**src/rtl/frame_downsampler_pkg.sv**
```systemverilog
// Shared geometry, pixel packing and channel arithmetic for the 2x2 frame downsampler.
package frame_downsampler_pkg;

    localparam int unsigned SRC_W       = 640;
    localparam int unsigned SRC_H       = 480;
    localparam int unsigned DST_W       = 320;
    localparam int unsigned DST_H       = 240;
    localparam int unsigned PIX_W       = 12;
    localparam int unsigned ADDR_W      = 17;
    localparam int unsigned FRAME_WORDS = 76800;
    localparam int unsigned CH_W        = 4;

    localparam int unsigned SUM_W  = CH_W + 1;
    localparam int unsigned SUM2_W = CH_W + 2;
    localparam int unsigned PAIR_W = 3 * SUM_W;

    typedef enum logic {
        WAIT_SOF = 1'b0,
        ACTIVE   = 1'b1
    } fd_state_e;

    typedef struct packed {
        logic [SUM_W-1:0] r;
        logic [SUM_W-1:0] g;
        logic [SUM_W-1:0] b;
    } pair_sum_t;

    // Per-channel sum of two horizontally adjacent source pixels.
    function automatic pair_sum_t pair_add(input logic [PIX_W-1:0] a, input logic [PIX_W-1:0] b);
        pair_sum_t s;
        s.r = SUM_W'(a[2*CH_W +: CH_W]) + SUM_W'(b[2*CH_W +: CH_W]);
        s.g = SUM_W'(a[CH_W +: CH_W])   + SUM_W'(b[CH_W +: CH_W]);
        s.b = SUM_W'(a[0 +: CH_W])      + SUM_W'(b[0 +: CH_W]);
        return s;
    endfunction

    // Combine upper and lower pair sums and divide by four, truncating.
    function automatic logic [PIX_W-1:0] box_avg(input pair_sum_t top, input pair_sum_t bot);
        logic [SUM2_W-1:0] sr;
        logic [SUM2_W-1:0] sg;
        logic [SUM2_W-1:0] sb;
        sr = SUM2_W'(top.r) + SUM2_W'(bot.r);
        sg = SUM2_W'(top.g) + SUM2_W'(bot.g);
        sb = SUM2_W'(top.b) + SUM2_W'(bot.b);
        return {sr[SUM2_W-1:2], sg[SUM2_W-1:2], sb[SUM2_W-1:2]};
    endfunction

endpackage

```
**src/rtl/fd_line_buffer.sv**
```systemverilog
// Single-clock line buffer holding even-row pair sums; synchronous read, data held between reads.
module fd_line_buffer
    import frame_downsampler_pkg::*;
#(
    parameter int unsigned DEPTH = DST_W,
    parameter int unsigned AW    = $clog2(DST_W),
    parameter int unsigned DW    = PAIR_W
) (
    input  logic          clk,
    input  logic          wr_en,
    input  logic [AW-1:0] wr_addr,
    input  logic [DW-1:0] wr_data,
    input  logic          rd_en,
    input  logic [AW-1:0] rd_addr,
    output logic [DW-1:0] rd_data
);

    logic [DW-1:0] mem_q [DEPTH];
    logic [DW-1:0] rd_data_q;
    logic [DW-1:0] rd_data_d;

    always_comb begin
        rd_data_d = rd_data_q;
        if (rd_en) begin
            rd_data_d = mem_q[rd_addr];
        end
    end

    // Storage carries no reset: every entry is rewritten on an even row before it is read.
    always_ff @(posedge clk) begin
        if (wr_en) begin
            mem_q[wr_addr] <= wr_data;
        end
        rd_data_q <= rd_data_d;
    end

    assign rd_data = rd_data_q;

endmodule

```
**src/rtl/frame_downsampler.sv**
```systemverilog
// 2x2 box-average downsampler streaming source raster pixels into a frame-buffer write port.
module frame_downsampler
    import frame_downsampler_pkg::*;
#(
    parameter int unsigned IMG_W = SRC_W,
    parameter int unsigned IMG_H = SRC_H
) (
    input  logic              clk,
    input  logic              reset_n,
    input  logic              pix_valid,
    input  logic [PIX_W-1:0]  pix_data,
    input  logic              frame_start,
    output logic              a_wr,
    output logic [ADDR_W-1:0] a_addr,
    output logic [PIX_W-1:0]  a_din,
    output logic              frame_done,
    output logic              busy
);

    localparam int unsigned X_W      = $clog2(IMG_W);
    localparam int unsigned Y_W      = $clog2(IMG_H);
    localparam int unsigned LB_DEPTH = IMG_W / 2;
    localparam int unsigned LB_AW    = $clog2(LB_DEPTH);

    fd_state_e         state_q, state_d;
    logic [X_W-1:0]    x_q, x_d, cur_x;
    logic [Y_W-1:0]    y_q, y_d, cur_y;
    logic [ADDR_W-1:0] addr_q, addr_d, cur_addr;
    logic [PIX_W-1:0]  prev_q, prev_d;
    logic              a_wr_q, a_wr_d;
    logic [ADDR_W-1:0] a_addr_q, a_addr_d;
    logic [PIX_W-1:0]  a_din_q, a_din_d;
    logic              frame_done_q, frame_done_d;
    logic              busy_q, busy_d;

    logic              take;
    pair_sum_t         pair_sum;
    pair_sum_t         lb_rd_data;
    logic              lb_wr;
    logic              lb_rd;
    logic [LB_AW-1:0]  lb_addr;

    // frame_start restarts the raster, so the pixel arriving with it is (0,0).
    always_comb begin
        cur_x    = frame_start ? '0 : x_q;
        cur_y    = frame_start ? '0 : y_q;
        cur_addr = frame_start ? '0 : addr_q;
        take     = pix_valid && (frame_start || (state_q == ACTIVE));
        pair_sum = pair_add(prev_q, pix_data);
        lb_addr  = LB_AW'(cur_x >> 1);
    end

    always_comb begin
        state_d      = state_q;
        x_d          = x_q;
        y_d          = y_q;
        addr_d       = addr_q;
        prev_d       = prev_q;
        a_wr_d       = 1'b0;
        a_addr_d     = a_addr_q;
        a_din_d      = a_din_q;
        frame_done_d = 1'b0;
        lb_wr        = 1'b0;
        lb_rd        = 1'b0;

        if (frame_start) begin
            state_d = ACTIVE;
            x_d     = '0;
            y_d     = '0;
            addr_d  = '0;
        end

        if (take) begin
            if (!cur_x[0]) begin
                prev_d = pix_data;
                lb_rd  = cur_y[0];
            end else if (!cur_y[0]) begin
                lb_wr = 1'b1;
            end else begin
                a_wr_d   = 1'b1;
                a_addr_d = cur_addr;
                a_din_d  = box_avg(lb_rd_data, pair_sum);
                addr_d   = cur_addr + ADDR_W'(1);
            end

            // Raster advance; the final pixel closes the frame and returns to WAIT_SOF.
            if (cur_x == X_W'(IMG_W - 1)) begin
                x_d = '0;
                if (cur_y == Y_W'(IMG_H - 1)) begin
                    y_d          = '0;
                    addr_d       = '0;
                    state_d      = WAIT_SOF;
                    frame_done_d = 1'b1;
                end else begin
                    y_d = cur_y + Y_W'(1);
                end
            end else begin
                x_d = cur_x + X_W'(1);
            end
        end

        busy_d = (state_d == ACTIVE);
    end

    always_ff @(posedge clk or negedge reset_n) begin
        if (!reset_n) begin
            state_q      <= WAIT_SOF;
            x_q          <= '0;
            y_q          <= '0;
            addr_q       <= '0;
            prev_q       <= '0;
            a_wr_q       <= 1'b0;
            a_addr_q     <= '0;
            a_din_q      <= '0;
            frame_done_q <= 1'b0;
            busy_q       <= 1'b0;
        end else begin
            state_q      <= state_d;
            x_q          <= x_d;
            y_q          <= y_d;
            addr_q       <= addr_d;
            prev_q       <= prev_d;
            a_wr_q       <= a_wr_d;
            a_addr_q     <= a_addr_d;
            a_din_q      <= a_din_d;
            frame_done_q <= frame_done_d;
            busy_q       <= busy_d;
        end
    end

    fd_line_buffer #(
        .DEPTH (LB_DEPTH),
        .AW    (LB_AW),
        .DW    (PAIR_W)
    ) u_line_buffer (
        .clk     (clk),
        .wr_en   (lb_wr),
        .wr_addr (lb_addr),
        .wr_data (pair_sum),
        .rd_en   (lb_rd),
        .rd_addr (lb_addr),
        .rd_data (lb_rd_data)
    );

    assign a_wr       = a_wr_q;
    assign a_addr     = a_addr_q;
    assign a_din      = a_din_q;
    assign frame_done = frame_done_q;
    assign busy       = busy_q;

endmodule

```
**config.mk**
```make
export PLATFORM = sky130hd
export DESIGN_NAME = frame_downsampler
export DESIGN_NICKNAME = d
export VERILOG_FILES = /design/src/rtl/frame_downsampler_pkg.sv /design/src/rtl/fd_line_buffer.sv /design/src/rtl/frame_downsampler.sv
export SDC_FILE = /design/constraint.sdc
export NUM_CORES = 2
export LEC_CHECK = 0
export BUFFER_PORTS_ARGS = -buffer_cell sky130_fd_sc_hd__buf_2
export CORE_UTILIZATION = 45
export CTS_BUF_LIST = sky130_fd_sc_hd__clkbuf_8 sky130_fd_sc_hd__clkbuf_16
export DETAILED_ROUTE_END_ITERATION = 7
export GPL_TIMING_DRIVEN = 1
export PLACE_DENSITY_LB_ADDON = 0.2
export SETUP_SLACK_MARGIN = 0.3
export SYNTH_ARGS = -nofsm -noshare
export SYNTH_HDL_FRONTEND = slang
export SYNTH_MEMORY_MAX_BITS = 65536
export SYNTH_SLANG_ARGS = --single-unit
```
**constraint.sdc**
```tcl
create_clock -name clk -period 17.2 [get_ports clk]
set_input_delay 3.44 -clock clk [delete_from_list [all_inputs] [get_ports clk]]
set_output_delay 3.44 -clock clk [all_outputs]
set_load 0.01 [all_outputs]
```
==> flow_metrics.tcl <==
set metrics [dict create \
    status "complete, but fails checks" \
    violations "capacitance limit, slew limit" \
    antenna_found_initial 43 \
    first_global_vias 108000 \
    synth_edf_count 4815 \
    hp-class "register to register" \
    rsz0062_at_grt "false" \
    cts_resized 0 \
    wl_per_cell_um 37.2 \
    ys_ff_latch 4895 \
    die_x_um 648 \
    layoutNonFillerInstCount 17100 \
    rows 236 \
    reg2reg_from "x_q[2]" \
    fmax_mhz 116 \
    dpl.hpwl_um 366000 \
    synthAdderAreaFrac 0.00206 \
    cts_max_path_buffers 4 \
    min_period_ns 8.63 \
    dr.pass1.iters 8 \
    path_max_fanout 46 \
    cts_tree "done" \
    synthXorXnorAreaFrac 0.00187 \
    worst_pin_slew_ns 1.64 \
    ioPinCount 48 \
    required_ns 17.95 \
    cts.sinks 4895 \
    synthSimpleGateAreaFrac 0.0302 \
    async_reset_ff_frac 0.0163 \
    max-cap-violations 1 \
    p_leak_nw 65.7 \
    finalSetupViolCount 0 \
    fin_crit_sh 0.502 \
    tns_ns 0 \
    synth_cells 10900 \
    final_core_util 0.510 \
    grt_pass1_wl_um 874000 \
    synth_top_family_by_area "compound AO/OA/AOI/OAI gates" \
    start_util 0.453 \
    hold_slack_ns 0.469 \
    dr.first_iter.drc_count 18300 \
    reg2reg_to "u_line_buffer.rd_data[2]" \
    yosysSeqAreaShare 0.782 \
    grtUsageTotal 0.296 \
    clk_latency_ns 1.06 \
    ir_drop_mv 0.155 \
    yosysWarningCount 0 \
    vias_per_cell 6.65 \
    area_delta_synth_final_pct 12.6 \
    synth_cell_types 94 \
    drtAntennaViolNets 0 \
    total_power_mw 26.8 \
    postCtsSetupRepairBufs 0 \
    powerDensity_mw_per_mm2 127 \
    route.detailed.drc 0 \
    grt.overflow.total 0 \
    dieArea_mm2 0.419 \
    critPathArrivalTime_ns 9.38 \
    worstRegToRegCells 11 \
    cts_max_level 5 \
    drt_wl_total_um 637000 \
    endpoint "u_line_buffer.rd_data[12]" \
    muxShareOfSynthArea 0.0425 \
    end_kind "register" \
    place_inst 16200 \
    synth_ff_type "edfxtp_1" \
    regToRegSetupSlack_ns 10.27 \
    nets 11300 \
    cts_buffers 484 \
    synth_compound_area_frac 0.120 \
    finalHoldViolCount 0 \
    startpoint_type "input port" \
    root_buffer "clkbuf_16" \
    drive_gt1_frac 0.143 \
    syn_area_mm2 0.188 \
    maxSlewViolCount 4 \
    core_mm2 0.414 \
    grt_max_degree 197 \
    gp_congestion 0.967 \
    syn_area_per_cell_um2 17.2 \
    portBuffers 47 \
    skew_ns 0.120 \
    via_count 114000 \
    hold_buffers 0 \
    syn-num-nets 11000 \
    worst-setup-path-type "input port to register" \
    slew_headroom -0.0919 \
    path_clk_slew_ns 0.06 \
    crit_start "frame_start" \
    die_h_um 648 \
]
[power by group]
| part | switching (mW) | leakage (nW) | internal, mW |
|---|---|---|---|
| clock network | 4.55 | 7.84 | 5.65 |
| registers | 0.00765 | 44.4 | 14.2 |
| logic | 2.02 | 13.5 | 0.363 |
| total | 6.57 | 65.7 | 20.2 |
[final cells by class]
class / count / area (um^2)
Antenna cell: 23 / 57.6
Clock inverter: 392 / 2920
Inverter: 29 / 126
Sequential cell: 4895 / 147000
Tap cell: 5474 / 6850
Fill cell: 33600 / 203000
Timing Repair Buffer: 651 / 5120
Multi-Input combinational cell: 5189 / 37300
Clock buffer: 490 / 12200
[placed cells by master, fill, tap and decap left out, types with 30 or more instances in the layout]
cell type,netlist,routed
o21ai_0,340,336
edfxtp_1,4815,4815
a221oi_1,289,289
a22o_1,253,253
buf_2,342,47
mux2i_1,499,499
bufinv_16,0,34
nor4_1,50,49
mux2_2,207,207
a21oi_1,528,527
o221ai_1,394,394
clkbuf_16,0,488
nand4_1,85,85
nand3_1,47,47
a31oi_1,45,43
nor3_1,49,48
clkinv_1,0,116
nor2b_1,51,45
nor2_1,668,651
a2bb2oi_1,169,169
o22ai_1,331,331
o211ai_1,30,30
nand2_1,224,207
a22oi_1,503,503
inv_1,26,126
buf_4,71,574
a211oi_1,46,46
dfrtp_1,80,75
clkinv_2,0,99
[critical path, cell delays in order]
cell       delay (ns)
buf_8            0.33
buf_4            0.45
buf_4            0.62
or3b_4           0.57
buf_4            0.72
nor2_1           0.38
o221ai_1         0.56
nand4_1          0.21
a311o_1          0.47
o31ai_1          0.62
and4b_1          0.72
a2bb2oi_1        0.15
[synth_stat cells, types with 9 or more instances]
cell,number,share of area
edfxtp_1,4815,0.77
nor2_1,668,0.013
a21oi_1,528,0.014
a22oi_1,503,0.020
mux2i_1,499,0.027
o221ai_1,394,0.018
buf_2,342,0.0091
o21ai_0,340,0.0091
o22ai_1,331,0.011
a221oi_1,289,0.013
clkbuf_1,277,0.0055
a22o_1,253,0.012
nand2_1,224,0.0045
mux2_2,207,0.012
a2bb2oi_1,169,0.0079
nand4_1,85,0.0028
dfrtp_1,80,0.011
buf_1,79,0.0016
buf_4,71,0.0028
nor2b_1,51,0.0017
nor4_1,50,0.0017
nor3_1,49,0.0013
nand3_1,47,0.0013
a211oi_1,46,0.0018
a31oi_1,45,0.0015
buf_6,36,0.0022
o211ai_1,30,0.0012
a222oi_1,29,0.0015
mux4_2,28,0.0034
ha_1,26,0.0017
inv_1,26,0.00052
xnor2_1,22,0.0010
o22a_1,21,0.00098
nand2b_1,18,0.00060
xor2_1,18,0.00084
o31ai_1,15,0.00060
a21o_1,11,0.00044
o2111ai_1,11,0.00051
o2bb2ai_1,11,0.00051
a211o_1,9,0.00042
and3_1,9,0.00030
o32ai_1,9,0.00042
[worst min path at each step]
stage,startpoint,endpoint,slack [ns],depth (start not counted)
floorplan,addr_q[16],a_addr[16],0.46,2
global placement,a_din[7],a_din[7],0.46,2
detailed placement,a_din[7],a_din[7],0.46,2
CTS,a_din[7],a_din[7],0.47,2
global route,a_addr[2],a_addr[2],0.50,2
finish,a_din[7],a_din[7],0.47,2
[stage by stage]
| step | setup WS [ns] | instance area, um^2 |
|---|---|---|
| 3_5_place_dp | 8.06 | 196000 |
| 6_report | 8.57 | 211000 |
| 4_1_cts | 9.18 | 211000 |
| 5_1_grt | 8.80 | 211000 |
| 3_3_place_gp | 8.06 | 196000 |
| 2_1_floorplan | 1.87 | 188000 |
[logic make-up (layout without fill, tap and decap cells)]
family	count (synthesis)	count (layout)
fa+ha+maj	29	29
flops	4895	4895
xor+xnor	40	40
compound gates	3125	3125
simple gates	1260	1260
other cells	0	23
buf+inv	836	1562
mux	735	735
[layer usage]
| metal | up-vias | wire, um | global-route usage |
|---|---|---|---|
| li1 | 45600 | - | - |
| met1 | 59000 | 240000 | 0.396 |
| met2 | 7742 | 286000 | 0.451 |
| met3 | 1608 | 72200 | 0.0722 |
| met4 | 26 | 38200 | 0.153 |
| met5 | - | 273 | 0.00173 |
[sequential cells by signal, summed over array words and instances (netlist names), 9 cells and up]
register and flops:
x_q 10, a_din 12, y_q 9, prev_q 12
addr_q 17, a_addr 17, u_line_buffer.mem_q 4800, u_line_buffer.rd_data 15
No activity file was read; power rests on OpenSTA's default activity.
